==> config.mk <==
export PLATFORM = sky130hd
export DESIGN_NAME = udp_tx_framer
export DESIGN_NICKNAME = d
export VERILOG_FILES = /design/src/rtl/udp_tx_framer.sv
export SDC_FILE = /design/constraint.sdc
export NUM_CORES = 1
export LEC_CHECK = 0
export CAP_MARGIN = 15
export CORE_MARGIN = 3
export CORE_UTILIZATION = 40
export CTS_CLUSTER_SIZE = 30
export DETAILED_ROUTE_END_ITERATION = 10
export PLACE_DENSITY = 0.65
export RECOVER_POWER = 25
export SYNTH_ARGS = -nofsm -noshare
export SYNTH_HDL_FRONTEND = slang
export SYNTH_SLANG_ARGS = --single-unit
==> constraint.sdc <==
create_clock -name clk -period 6.8 [get_ports clk]
set_input_delay 1.02 -clock clk [delete_from_list [all_inputs] [get_ports clk]]
set_output_delay 1.02 -clock clk [all_outputs]
set_load 0.005 [all_outputs]
==> src/rtl/udp_tx_framer.sv <==
// -----------------------------------------------------------------------------
// udp_tx_framer
//
// Reads one filled half of the 2 x 1024 x 16-bit ping-pong RAM and emits a
// single UDP datagram as a 16-bit word stream: a 4-word UDP header
// (src port, dst port, length in bytes, zero checksum) followed by the payload
// words. RAM reads are prefetched during the header into a 2-entry buffer, so
// the payload streams without bubbles while tx_ready is held high.
//
// Optional feature macro: UDP_SEQ_EN
//   When defined, a 16-bit frame sequence number is inserted as the first
//   payload word. The counter advances after every completed frame.
//
// Ports
//   clk, nRST      clock, asynchronous active-low reset
//   udp_start      frame request (rising edge used)
//   ping_pong      upstream write-bank select; frame reads bank ~ping_pong
//   length         payload length in words, 1..1024
//   ram_q          RAM read data, valid the cycle after ram_rden
//   ram_rd_addr    RAM read address {bank, index[9:0]}
//   ram_rden       RAM read enable
//   tx_data/tx_valid/tx_sop/tx_eop/tx_ready   output word stream
//   udp_busy       frame in progress
//   err_len        sticky: request with out-of-range length
//   err_ovr        sticky: request while busy
// -----------------------------------------------------------------------------
module udp_tx_framer #(
    parameter logic [15:0] SRC_PORT = 16'd5000,
    parameter logic [15:0] DST_PORT = 16'd5001
) (
    input  logic        clk,
    input  logic        nRST,
    input  logic        udp_start,
    input  logic        ping_pong,
    input  logic [15:0] length,
    input  logic [15:0] ram_q,
    output logic [10:0] ram_rd_addr,
    output logic        ram_rden,
    output logic [15:0] tx_data,
    output logic        tx_valid,
    output logic        tx_sop,
    output logic        tx_eop,
    input  logic        tx_ready,
    output logic        udp_busy,
    output logic        err_len,
    output logic        err_ovr
);

`ifdef UDP_SEQ_EN
    localparam logic [10:0] SEQ_WORDS = 11'd1;
    localparam logic [15:0] SEQ_BYTES = 16'd2;
`else
    localparam logic [10:0] SEQ_WORDS = 11'd0;
    localparam logic [15:0] SEQ_BYTES = 16'd0;
`endif

    typedef enum logic [1:0] {IDLE, HDR, PAY} state_t;

    state_t      state_reg, state_next;
    logic        start_prev_reg;
    logic [10:0] len_reg, len_next;
    logic        bank_reg, bank_next;
    logic [10:0] widx_reg, widx_next;      // index within frame of the word on tx_data
    logic [10:0] rd_idx_reg, rd_idx_next;  // next RAM index to read
    logic        rd_pend_reg;              // a read was issued last cycle: ram_q valid now
    logic [1:0]  buf_cnt_reg, buf_cnt_next;
    logic        buf_rd_ptr_reg, buf_wr_ptr_reg;
    logic [15:0] buf_q [2];
    logic [15:0] tx_data_reg, tx_data_next;
    logic        tx_valid_reg, tx_valid_next;
    logic        tx_sop_reg, tx_sop_next;
    logic        tx_eop_reg, tx_eop_next;
    logic        err_len_reg, err_len_next;
    logic        err_ovr_reg, err_ovr_next;
`ifdef UDP_SEQ_EN
    logic [15:0] seq_reg, seq_next;
`endif

    logic        start_edge, len_ok, busy, advance, finish;
    logic        seq_slot, buf_avail, pop, pop_buf, push, rd_issue;
    logic [10:0] next_idx, frame_last;
    logic [15:0] buf_head, udp_len_word;
    logic [2:0]  occ_after;

    assign start_edge   = udp_start & ~start_prev_reg;
    assign len_ok       = (length != 16'd0) && (length <= 16'd1024);
    assign busy         = (state_reg != IDLE);
    assign advance      = busy && (!tx_valid_reg || tx_ready);
    assign finish       = advance && tx_valid_reg && tx_eop_reg;
    assign next_idx     = widx_reg + 11'd1;
    assign frame_last   = len_reg + 11'd3 + SEQ_WORDS;
    assign udp_len_word = 16'd8 + {4'd0, len_reg, 1'b0} + SEQ_BYTES;
`ifdef UDP_SEQ_EN
    assign seq_slot     = (next_idx == 11'd4);
`else
    assign seq_slot     = 1'b0;
`endif

    // Payload source: buffered words first, otherwise the word arriving on
    // ram_q this cycle is forwarded straight to the output register.
    assign buf_avail = (buf_cnt_reg != 2'd0) || rd_pend_reg;
    assign buf_head  = (buf_cnt_reg != 2'd0) ? buf_q[buf_rd_ptr_reg] : ram_q;
    assign pop       = advance && !finish && (next_idx >= 11'd4) && !seq_slot && buf_avail;
    assign pop_buf   = pop && (buf_cnt_reg != 2'd0);
    assign push      = rd_pend_reg && !(pop && (buf_cnt_reg == 2'd0));

    // Words held after this edge; a new read is only issued if its data is
    // guaranteed a buffer slot even when nothing is consumed next cycle.
    assign occ_after = {1'b0, buf_cnt_reg} + {2'b00, rd_pend_reg} - {2'b00, pop};
    assign rd_issue  = busy && (rd_idx_reg < len_reg) && (occ_after <= 3'd1);

    always_comb begin
        state_next    = state_reg;
        len_next      = len_reg;
        bank_next     = bank_reg;
        widx_next     = widx_reg;
        rd_idx_next   = rd_idx_reg;
        tx_data_next  = tx_data_reg;
        tx_valid_next = tx_valid_reg;
        tx_sop_next   = tx_sop_reg;
        tx_eop_next   = tx_eop_reg;
        err_len_next  = err_len_reg;
        err_ovr_next  = err_ovr_reg;
        buf_cnt_next  = buf_cnt_reg + {1'b0, push} - {1'b0, pop_buf};
`ifdef UDP_SEQ_EN
        seq_next      = seq_reg;
`endif
        if (rd_issue) begin
            rd_idx_next = rd_idx_reg + 11'd1;
        end

        case (state_reg)
            IDLE: begin
                if (start_edge) begin
                    if (len_ok) begin
                        len_next      = length[10:0];
                        bank_next     = ~ping_pong;  // upstream toggles before starting
                        widx_next     = 11'd0;
                        rd_idx_next   = 11'd0;
                        tx_data_next  = SRC_PORT;
                        tx_valid_next = 1'b1;
                        tx_sop_next   = 1'b1;
                        tx_eop_next   = 1'b0;
                        state_next    = HDR;
                    end else begin
                        err_len_next = 1'b1;
                    end
                end
            end
            default: begin
                if (start_edge) begin
                    err_ovr_next = 1'b1;
                end
                if (finish) begin
                    tx_valid_next = 1'b0;
                    tx_sop_next   = 1'b0;
                    tx_eop_next   = 1'b0;
                    state_next    = IDLE;
`ifdef UDP_SEQ_EN
                    seq_next      = seq_reg + 16'd1;
`endif
                end else if (advance) begin
                    tx_sop_next = 1'b0;
                    if (next_idx < 11'd4) begin
                        tx_valid_next = 1'b1;
                        tx_eop_next   = 1'b0;
                        widx_next     = next_idx;
                        case (next_idx[1:0])
                            2'd1:    tx_data_next = DST_PORT;
                            2'd2:    tx_data_next = udp_len_word;
                            default: tx_data_next = 16'h0000;
                        endcase
                    end else if (seq_slot || buf_avail) begin
`ifdef UDP_SEQ_EN
                        tx_data_next  = seq_slot ? seq_reg : buf_head;
`else
                        tx_data_next  = buf_head;
`endif
                        tx_valid_next = 1'b1;
                        tx_eop_next   = (next_idx == frame_last);
                        widx_next     = next_idx;
                        state_next    = PAY;
                    end else begin
                        tx_valid_next = 1'b0;
                        tx_eop_next   = 1'b0;
                    end
                end
            end
        endcase
    end

    always_ff @(posedge clk or negedge nRST) begin
        if (!nRST) begin
            state_reg      <= IDLE;
            start_prev_reg <= 1'b0;
            len_reg        <= 11'd0;
            bank_reg       <= 1'b0;
            widx_reg       <= 11'd0;
            rd_idx_reg     <= 11'd0;
            rd_pend_reg    <= 1'b0;
            buf_cnt_reg    <= 2'd0;
            buf_rd_ptr_reg <= 1'b0;
            buf_wr_ptr_reg <= 1'b0;
            tx_data_reg    <= 16'd0;
            tx_valid_reg   <= 1'b0;
            tx_sop_reg     <= 1'b0;
            tx_eop_reg     <= 1'b0;
            err_len_reg    <= 1'b0;
            err_ovr_reg    <= 1'b0;
`ifdef UDP_SEQ_EN
            seq_reg        <= 16'd0;
`endif
        end else begin
            state_reg      <= state_next;
            start_prev_reg <= udp_start;
            len_reg        <= len_next;
            bank_reg       <= bank_next;
            widx_reg       <= widx_next;
            rd_idx_reg     <= rd_idx_next;
            rd_pend_reg    <= rd_issue;
            buf_cnt_reg    <= buf_cnt_next;
            buf_rd_ptr_reg <= buf_rd_ptr_reg ^ pop_buf;
            buf_wr_ptr_reg <= buf_wr_ptr_reg ^ push;
            tx_data_reg    <= tx_data_next;
            tx_valid_reg   <= tx_valid_next;
            tx_sop_reg     <= tx_sop_next;
            tx_eop_reg     <= tx_eop_next;
            err_len_reg    <= err_len_next;
            err_ovr_reg    <= err_ovr_next;
`ifdef UDP_SEQ_EN
            seq_reg        <= seq_next;
`endif
        end
    end

    // Buffer storage carries no reset; occupancy is tracked by buf_cnt_reg.
    always_ff @(posedge clk) begin
        if (push) begin
            buf_q[buf_wr_ptr_reg] <= ram_q;
        end
    end

    assign ram_rden    = rd_issue;
    assign ram_rd_addr = {bank_reg, rd_idx_reg[9:0]};
    assign tx_data     = tx_data_reg;
    assign tx_valid    = tx_valid_reg;
    assign tx_sop      = tx_sop_reg;
    assign tx_eop      = tx_eop_reg;
    assign udp_busy    = busy;
    assign err_len     = err_len_reg;
    assign err_ovr     = err_ovr_reg;

endmodule

==> results.yml <==
die:
  dieArea_mm2: 0.0148
  rows: 41
  core_mm2: 0.0128
  die_h_um: 122
  ios: 71
  die_x_um: 122
  start_util_pct: 41.7
drt:
  drc: 0
  drt-wirelength-per-cell_um: 17.1
  routed_wl_um: 13100
  drt_first_iter_violations: 366
  detail-route-antenna-nets: 0
  avgViaCountPerCell: 5.58
  dr_total_vias: 4278
  dr.pass1.iters: 7
placement:
  place_congestion: 0.878
  io_buffers: 70
  hpwl_um: 9430
logic_synthesis:
  syn_avg_cell_area_um2: 9.87
  ys_types: 47
  post-synth-top-count-cell: "dfrtp_1"
  synth_ff_type: "dfrtp_1"
  synth_enable_flop_cells: 32
  yosysSeqAreaShare_pct: 47.4
  synth_commonest_cells: "dfrtp_1, nand2_1, o21ai_0"
  synth_top_cell_by_area: "dfrtp_1"
  synth-async-reset-ratio_pct: 66.3
  synth_cells: 542
  mappedNetlistNets: 603
  ys_warn_count: 0
  synth_top_area_share_pct: 29.5
  synth_area_leaders: "dfrtp_1, edfxtp_1, xnor2_1, ha_1, o21ai_0"
  synth_area_mm2: 0.00535
  synth_seq_cells: 95
clock_tree:
  postCtsSetupBuffers: 0
  cts.sinks: 95
  cts_max_level: 3
  postCtsHoldBufs: 0
  cts_buffers: 9
  cts_root_buf: "clkbuf_16"
  insertion_delay_ns: 0.36
  clk_path_buf_depth: 2
  cts_resized: 0
  clkTransAtPathRegs_ns: 0.06
  cts_tree: "built"
sta:
  fin_crit_ns: 6.48
  drv_slew: 64
  setup_tns_ns: 0
  rsz0062_at_grt: "no"
  min_period_over_period_pct: 95.3
  maxSlewHeadroom_pct: -129
  fmax_ghz: 0.154
  hold_viol: 0
  worst_pin_slew_ns: 3.43
  fin_skew_ns: 0.00996
  setup_viol: 0
finish:
  fin_nets: 651
  antennaDiodeCount: 0
  layout-drive-gt1-share_pct: 5.21
  largest_reg_flops: 32
  area_growth_syn_to_layout_pct: 20.0
worst_setup_path:
  cp_max_fo: 4
  worstPathArrival_ns: 5.46
  crit_type: "input pin to primary output"
  critPathRequiredTime_ns: 5.78
  cp-start-kind: "input pin"
  crit_path_end_kind: "primary output"
grt:
  grt_pass1_vias: 4144
  antenna_found_initial: 0
  grt_pass1_wl_um: 21600
  gr-usage-met1_pct: 25.8
  grt_util_met2_pct: 29.8
  top_usage_layer: "met2"
  grt.total_usage_pct: 18.7
  met3_usage_pct: 4.22
  gr-total-overflow: 0
  grt_max_degree: 64
run:
  maxCapViolCount: 1
hold_path:
  hp-class: "flop to flop"
run_status:
  failed_checks: "max-capacitance violations, max-slew violations"
  status: "complete, but fails checks"
power_and_ir_drop:
  total_power_mw: 1.67
  ir_worst_vdd_uv: 151
  p_per_area_mw_per_mm2: 261
  leakage_nw: 2.60
[layout make-up]
class                           count  area (um2)
Clock buffer                       10         229
Timing Repair Buffer               77         752
Multi-Input combinational cell    377        2490
Clock inverter                      6        76.3
Sequential cell                    95        2540
Inverter                           30         113
Fill cell                        1195        6410
Tap cell                          172         215
[layout by cell type (no fill, tap or decap), types with 10 or more instances in the layout]
cell and instances:
ha_1 23, xnor2_1 33, nand3_1 16, edfxtp_1 32, xor2_1 10, a21oi_1 25, dlygate4sd3_1 17, inv_1 30
clkdlybuf4s50_1 52, nor2_1 42, mux2i_1 19, o21ai_0 42, nand4_1 10, nand2_1 52, dfrtp_1 63, o31ai_1 15
[logic make-up (layout without fill, tap and decap cells)]
group	Yosys count	after routing	synth area share, %
AND/OR/NAND/NOR	164	164	14.7
AO/OA/AOI/OAI	127	127	15.4
flip-flops	95	95	47.4
buffers and inverters	70	123	6.11
XOR/XNOR	43	43	7.04
adder cells (fa/ha/maj)	24	24	5.75
multiplexers	19	19	3.56
[final timing paths]
kind                                              start                 endpoint  slack, ns  cells after the start
worst max-delay path                         length[12]                 ram_rden       0.32                     18
worst min-delay path                err_len$_DFFE_PN0P_      err_len$_DFFE_PN0P_       0.47                      1
worst max register to register  widx_reg[0]$_DFFE_PN0P_  rd_idx_reg[5]$_DFF_PN0_       1.51                     20
worst min register to register      err_len$_DFFE_PN0P_      err_len$_DFFE_PN0P_       0.47                      1
max in group asynchronous                          nRST   len_reg[6]$_DFFE_PN0P_       2.93                      2
min in group asynchronous                          nRST  widx_reg[6]$_DFFE_PN0P_       1.92                      2
[routing by layer]
metal	part of all wire (%)	wire length, um
met2	46	6070
met3	6.3	827
met1	46	6060
met4	1.4	184
met5	0	0
[power by group]
part / internal [mW] / total [mW] / switching [mW]
clock: 0.292 / 0.522 / 0.230
combinational: 0.197 / 0.433 / 0.236
sequential: 0.655 / 0.720 / 0.0652
[critical path, stage by stage]
cell and delay (ns):
clkdlybuf4s50_1 0.39, or4_1 0.50, nor2_1 0.20, a41oi_1 0.16, or4_1 0.58, or2_2 0.39
inv_1 0.07, ha_1 0.21, inv_1 0.06, ha_1 0.13, inv_1 0.05, fa_1 0.37
xor2_1 0.15, nor4b_1 0.25, nand2_1 0.09, a21o_1 0.17, inv_1 0.14, clkdlybuf4s50_1 0.53
[stage by stage]
stage	std cells	cell area [um2]	setup WS (ns)	hold WS (ns)	utilization, %
after floorplan	542	5350	1.43	0.451	-
after global placement	750	6100	0.364	0.460	47.6
after detailed placement	750	6100	0.308	0.456	47.6
after CTS	766	6400	0.286	0.470	49.9
after global routing	767	6420	0.0177	0.479	50.0
final	767	6420	0.318	0.473	50.0
(Power assumes the default switching activity.)
